===== config.mk =====
export PLATFORM = sky130hd
export DESIGN_NAME = mcu_sys_target_flat
export DESIGN_NICKNAME = d
export VERILOG_FILES = /design/src/rtl/mcu_sys_target_if.sv /design/src/rtl/mcu_sys_target.sv /design/src/flat_wrapper.sv
export SDC_FILE = /design/constraint.sdc
export NUM_CORES = 1
export LEC_CHECK = 0
export ABC_AREA = 1
export BUFFER_PORTS_ARGS = -buffer_cell sky130_fd_sc_hd__buf_2
export CAP_MARGIN = 20
export CORE_MARGIN = 5
export CORE_UTILIZATION = 45
export CTS_CLUSTER_SIZE = 30
export DETAILED_ROUTE_END_ITERATION = 10
export PLACE_DENSITY = 0.73
export SLEW_MARGIN = 20
export SYNTH_ARGS = -nofsm -noshare
export SYNTH_HDL_FRONTEND = slang
export SYNTH_SLANG_ARGS = --single-unit

===== constraint.sdc =====
create_clock -name clk -period 1.55 [get_ports clk]
set_clock_uncertainty 0.15 [all_clocks]
set_input_delay 0.155 -clock clk [delete_from_list [all_inputs] [get_ports clk]]
set_output_delay 0.155 -clock clk [all_outputs]
set_load 0.01 [all_outputs]

===== src/rtl/mcu_sys_target_if.sv =====
// Byte-level link between the SPI MCU block and the system-control target.
// The SPI side presents one payload byte per strobe and collects the reply
// byte that it shifts out during the following transfer byte.
interface mcu_sys_target_if;
  logic       mcu_sys_strobe;  // one-clk pulse: payload byte valid
  logic       mcu_start;       // current byte is the first of the transfer
  logic [7:0] mcu_dout;        // payload byte from the MCU
  logic [7:0] mcu_sys_din;     // reply byte towards the MCU

  // SPI block side
  modport master (
    output mcu_sys_strobe,
    output mcu_start,
    output mcu_dout,
    input  mcu_sys_din
  );

  // System-control target side
  modport slave (
    input  mcu_sys_strobe,
    input  mcu_start,
    input  mcu_dout,
    output mcu_sys_din
  );
endinterface


===== src/rtl/mcu_sys_target.sv =====
// System-control target (target id 0) behind the SPI MCU byte interface.
// Decodes version query, LED control, core reset control, config register
// writes and interrupt status readback. Replies are registered and appear
// on mcu_sys_din one clk after the strobe that produced them.
module mcu_sys_target #(
  parameter logic [7:0] VERSION  = 8'h01,
  parameter int         CFG_REGS = 8
) (
  input  logic                 clk,
  input  logic                 reset,       // asynchronous, active low
  mcu_sys_target_if.slave      bus,
  output logic [1:0]           leds,
  output logic                 core_reset,
  output logic                 cfg_we,
  output logic [3:0]           cfg_idx,
  output logic [7:0]           cfg_data,
  input  logic [7:0]           irq_in,
  output logic                 int_n
);

  localparam logic [7:0] CMD_GET_VERSION = 8'h00;
  localparam logic [7:0] CMD_SET_LEDS    = 8'h01;
  localparam logic [7:0] CMD_SET_RESET   = 8'h02;
  localparam logic [7:0] CMD_SET_CFG     = 8'h03;
  localparam logic [7:0] CMD_GET_INT     = 8'h04;

  // Register count widened by one bit so CFG_REGS=16 still compares correctly.
  localparam logic [4:0] CFG_LIMIT = 5'(CFG_REGS);

  typedef enum logic [2:0] {
    IDLE, VER1, VER2, LED, RST, CFG_IDX, CFG_VAL, DONE
  } state_t;

  state_t     state_reg;
  logic [3:0] idx_reg;        // register index latched between the two SET_CFG bytes
  logic [7:0] pending_reg;    // sticky interrupt flags
  logic [7:0] irq_prev_reg;   // irq_in one clk ago, for rising edge detection

  logic [7:0] rise;
  logic       get_int;
  logic [7:0] pending_next;

  // Rising edges this clk, and the GET_INT clear that drops older flags
  // while keeping any edge arriving on the same clk.
  always_comb begin
    rise         = irq_in & ~irq_prev_reg;
    get_int      = bus.mcu_sys_strobe && bus.mcu_start && (bus.mcu_dout == CMD_GET_INT);
    pending_next = (get_int ? 8'h00 : pending_reg) | rise;
  end

  // Interrupt edge history, pending flags and registered int_n.
  always_ff @(posedge clk or negedge reset) begin
    if (!reset) begin
      irq_prev_reg <= 8'h00;
      pending_reg  <= 8'h00;
      int_n        <= 1'b1;
    end else begin
      irq_prev_reg <= irq_in;
      pending_reg  <= pending_next;
      int_n        <= ~|pending_next;
    end
  end

  // Command FSM with registered reply and control outputs. A start byte
  // always restarts decoding so an aborted transfer cannot leak forward.
  always_ff @(posedge clk or negedge reset) begin
    if (!reset) begin
      state_reg       <= IDLE;
      idx_reg         <= 4'h0;
      bus.mcu_sys_din <= 8'h00;
      leds            <= 2'b00;
      core_reset      <= 1'b1;
      cfg_we          <= 1'b0;
      cfg_idx         <= 4'h0;
      cfg_data        <= 8'h00;
    end else begin
      cfg_we <= 1'b0;
      if (bus.mcu_sys_strobe) begin
        if (bus.mcu_start) begin
          bus.mcu_sys_din <= 8'h00;
          case (bus.mcu_dout)
            CMD_GET_VERSION: begin
              bus.mcu_sys_din <= 8'h5C;
              state_reg       <= VER1;
            end
            CMD_SET_LEDS:  state_reg <= LED;
            CMD_SET_RESET: state_reg <= RST;
            CMD_SET_CFG:   state_reg <= CFG_IDX;
            CMD_GET_INT: begin
              bus.mcu_sys_din <= pending_reg;
              state_reg       <= DONE;
            end
            default:       state_reg <= DONE;
          endcase
        end else begin
          case (state_reg)
            IDLE: ;  // no transfer open: stray bytes are ignored entirely
            VER1: begin
              bus.mcu_sys_din <= 8'h42;
              state_reg       <= VER2;
            end
            VER2: begin
              bus.mcu_sys_din <= VERSION;
              state_reg       <= DONE;
            end
            LED: begin
              leds            <= bus.mcu_dout[1:0];
              bus.mcu_sys_din <= 8'h00;
              state_reg       <= DONE;
            end
            RST: begin
              core_reset      <= bus.mcu_dout[0];
              bus.mcu_sys_din <= 8'h00;
              state_reg       <= DONE;
            end
            CFG_IDX: begin
              idx_reg         <= bus.mcu_dout[3:0];
              bus.mcu_sys_din <= 8'h00;
              state_reg       <= CFG_VAL;
            end
            CFG_VAL: begin
              if ({1'b0, idx_reg} < CFG_LIMIT) begin
                cfg_we   <= 1'b1;
                cfg_idx  <= idx_reg;
                cfg_data <= bus.mcu_dout;
              end
              bus.mcu_sys_din <= 8'h00;
              state_reg       <= DONE;
            end
            DONE:    bus.mcu_sys_din <= 8'h00;
            default: state_reg <= IDLE;
          endcase
        end
      end
    end
  end

endmodule


===== src/flat_wrapper.sv =====
// flat-port wrapper written by rule: the top's interface ports become plain ports
module mcu_sys_target_flat 
#(
  parameter logic [7:0] VERSION  = 8'h01,
  parameter int         CFG_REGS = 8
)
  (clk, reset, leds, core_reset, cfg_we, cfg_idx, cfg_data, irq_in, int_n, bus_mcu_sys_strobe, bus_mcu_start, bus_mcu_dout, bus_mcu_sys_din);
  mcu_sys_target_if bus_i ();
  input  logic clk;
  input  logic reset;
  output logic [1:0] leds;
  output logic core_reset;
  output logic cfg_we;
  output logic [3:0] cfg_idx;
  output logic [7:0] cfg_data;
  input  logic [7:0] irq_in;
  output logic int_n;
  input wire logic [$bits(bus_i.mcu_sys_strobe)-1:0] bus_mcu_sys_strobe;
  input wire logic [$bits(bus_i.mcu_start)-1:0] bus_mcu_start;
  input wire logic [$bits(bus_i.mcu_dout)-1:0] bus_mcu_dout;
  output wire logic [$bits(bus_i.mcu_sys_din)-1:0] bus_mcu_sys_din;
  assign bus_i.mcu_sys_strobe = bus_mcu_sys_strobe;
  assign bus_i.mcu_start = bus_mcu_start;
  assign bus_i.mcu_dout = bus_mcu_dout;
  assign bus_mcu_sys_din = bus_i.mcu_sys_din;
  mcu_sys_target #(.VERSION(VERSION), .CFG_REGS(CFG_REGS)) u_core (.clk(clk), .reset(reset), .bus(bus_i), .leds(leds), .core_reset(core_reset), .cfg_we(cfg_we), .cfg_idx(cfg_idx), .cfg_data(cfg_data), .irq_in(irq_in), .int_n(int_n));
endmodule

==> impl_metrics.json <==
{
  "layout-drive-gt1-share": 0.319,
  "netSwitchingFraction": 0.276,
  "p_leak_uw": 0.00139,
  "antenna_found_initial": 0,
  "drc": 0,
  "placed_cells": 310,
  "htreeDepth": 2,
  "layout.nets": 307,
  "switching_power_uw": 835,
  "cp.buffers_inverters": 2,
  "finalNonFillerCells": 340,
  "cts_tree": "yes",
  "slowest_stage": "dfrtp_1",
  "rr_worst_depth": 8,
  "drv_cap": 0,
  "syn_to_final_growth_pct": 31.5,
  "cp.arrival_ns": 1.54,
  "routed_wl_mm": 4.12,
  "grt_max_degree": 38,
  "synth_cell_types": 24,
  "final_area_um2": 2640,
  "postSynthCellCount": 214,
  "synth_area_um2": 2010,
  "gp_routability_congestion": 0.786,
  "synth-warning-count": 0,
  "yosysSeqAreaShare": 0.600,
  "path_delay_family": "flip-flops",
  "clk_pin_slew_worst_paths_ns": 0.09,
  "root_buffer": "clkbuf_8",
  "numCtsBuffers": 5,
  "hold_path.class": "in2reg",
  "gr-usage-all-layers": 0.146,
  "grt_pass1_wl_mm": 6.99,
  "finalMaxSlewViolations": 0,
  "hold_viol": 0,
  "syn_area_per_cell_um2": 9.38,
  "p_comb_frac": 0.209,
  "core_area_um2": 4350,
  "holdPathStages": 3,
  "worstSetupPathDepth": 8,
  "portBuffers": 44,
  "first_pass_iters": 4,
  "chipHeight_um": 76.8,
  "rrSetupSlack_ns": 0.06,
  "synth_top_area_share": 0.574,
  "placed_cell_area_um2": 2310,
  "synth_fp_nets": 234,
  "crit_type": "reg2reg",
  "die_w_um": 76.8,
  "diodes": 0,
  "status": "finished, final reports clean",
  "synth.area.top_cells": "dfrtp_1, nand2_1, inv_1",
  "row_count": 24,
  "setup_tns_ns": 0,
  "finalSetupViolations": 0,
  "grt_overflow_total": 0,
  "max_stage_delay_ns": 0.43,
  "die-area_um2": 5900,
  "vias_per_cell": 4.74,
  "start_util": 0.461,
  "clk_latency_ns": 0.30,
  "final_antenna_net_count": 0,
  "slew-limit-headroom": 0.805,
  "crit_path_end_kind": "flip-flop",
  "grt_pass1_vias": 1554,
  "timing.rr.end": "u_core.state_reg[1]",
  "crit_path_max_fanout": 5,
  "yosysTopAreaCell": "dfrtp_1",
  "min_to": "u_core.cfg_data[3]",
  "min_from": "bus_mcu_dout[3]",
  "crit_chain": "inv_2 > nand2_1 > inv_2 > nor2_1 > a21oi_2 > nand2_2 > a21oi_2 > nor2_1",
  "rsz0062_at_grt": "true",
  "fmax_ghz": 0.670,
  "fillers": 361,
  "p_per_area_nw_per_um2": 1150,
  "ir_drop_uv": 761,
  "pwr-share-seq": 0.503,
  "ioPinCount": 45,
  "intPower_uw": 2190,
  "clockBufferDepth": 2,
  "p_clk_frac": 0.288,
  "cts.sinks": 48,
  "period_share": 0.963,
  "worstMarginPinSlew_ns": 0.291,
  "drt_iter0_markers": 145,
  "cp_data_required_time_ns": 1.60,
  "drt-wirelength-per-cell_um": 12.1,
  "regToRegStartpoint": "u_core.state_reg[2]",
  "start_kind": "flip-flop",
  "fin_crit_ns": 1.49,
  "total_power_uw": 3020,
  "dp_hpwl_mm": 2.82,
  "ys_ff_latch": 48,
  "vias": 1611,
  "holdWs_ns": 0.0219
}
## worst register-to-register path, delay by kind of cell (launching register included)
kind	cells	cell delay, ns
flops	1	0.43
compound gates	2	0.37
buf+inv	2	0.17
simple gates	4	0.28
## power groups by stage
stage / Combinational [uW] / Clock (uW) / Sequential (uW)
3_5_place_dp: 580 / 0 / 1540
2_1_floorplan: 260 / 0 / 1600
4_1_cts: 614 / 883 / 1520
5_1_grt: 704 / 937 / 1540
6_report: 632 / 870 / 1520
3_3_place_gp: 563 / 0 / 1540
## worst max-delay path by stage
stage | start | to | slack (ns)
6_report | u_core.state_reg[2] | u_core.state_reg[1] | 0.06
5_1_grt | u_core.state_reg[2] | u_core.state_reg[1] | -0.08
4_1_cts | u_core.state_reg[2] | u_core.state_reg[1] | 0.005
3_5_place_dp | u_core.state_reg[2] | u_core.state_reg[1] | 0.03
3_3_place_gp | u_core.state_reg[2] | u_core.state_reg[2] | 0.06
2_1_floorplan | u_core.state_reg[2] | u_core.state_reg[1] | 0.20
## cells in the mapped netlist, drive strengths merged
cell    count
o21bai      1
nand2      69
nand3       8
dfstp       2
inv        29
o21ai      22
dfrtp      46
nand4       1
and2        1
nor3        1
buf         3
clkinv      1
nor2       18
nor4        1
a21oi      11
## stage by stage
| stage | worst slack (ns) | util |
|---|---|---|
| global route | -0.0804 | 0.606 |
| finish | 0.0573 | 0.606 |
| floorplan | 0.199 | - |
| CTS | 0.00528 | 0.595 |
| detailed placement | 0.0293 | 0.531 |
| global placement | 0.0648 | 0.531 |
## logic make-up after synthesis
kind of cell	count (synthesis)	synth area share
AO/OA/AOI/OAI	34	0.107
buffers and inverters	33	0.0704
AND/OR/NAND/NOR	99	0.223
flip-flops	48	0.600
## placed cells by master, fill, tap and decap left out, drive strengths merged
cell type,instances
dfrtp,46
buf,52
nor3,1
nor2,18
dlygate4sd3,17
dfstp,2
clkinv,2
nand3,8
inv,29
nand2,69
nand4,1
bufinv,1
o21bai,1
o21ai,22
and2,1
a21oi,11
clkbuf,6
nor4,1
## what timing repair did
action | CTS | global route
endpoints found under the setup margin | 0 | 16
endpoints found under the hold margin | 70 | 0
setup buffers | 0 | 5
hold buffers | 17 | 0
resized for setup | 0 | 7
## routing by layer
metal  wire length [um]  part of all wire  vias up  GRT usage
li1                   -                 -      809          -
met1               1780              0.43      767      0.178
met2               2080              0.51       30      0.244
met3                194             0.047        5     0.0398
met4                 65             0.016        0     0.0542
met5                  0                 0        -          0
## cell type report
cell class | instances | area [um2] | area share
well taps | 52 | 65.1 | 0.0247
multi-input cells | 133 | 673 | 0.255
flip-flops and latches | 48 | 1200 | 0.456
inverters | 30 | 114 | 0.0431
clock buffers | 6 | 72.6 | 0.0275
repair buffers | 69 | 475 | 0.180
clock inverters | 2 | 35.0 | 0.0133
Note: power is estimated with default switching activity, not from simulation.
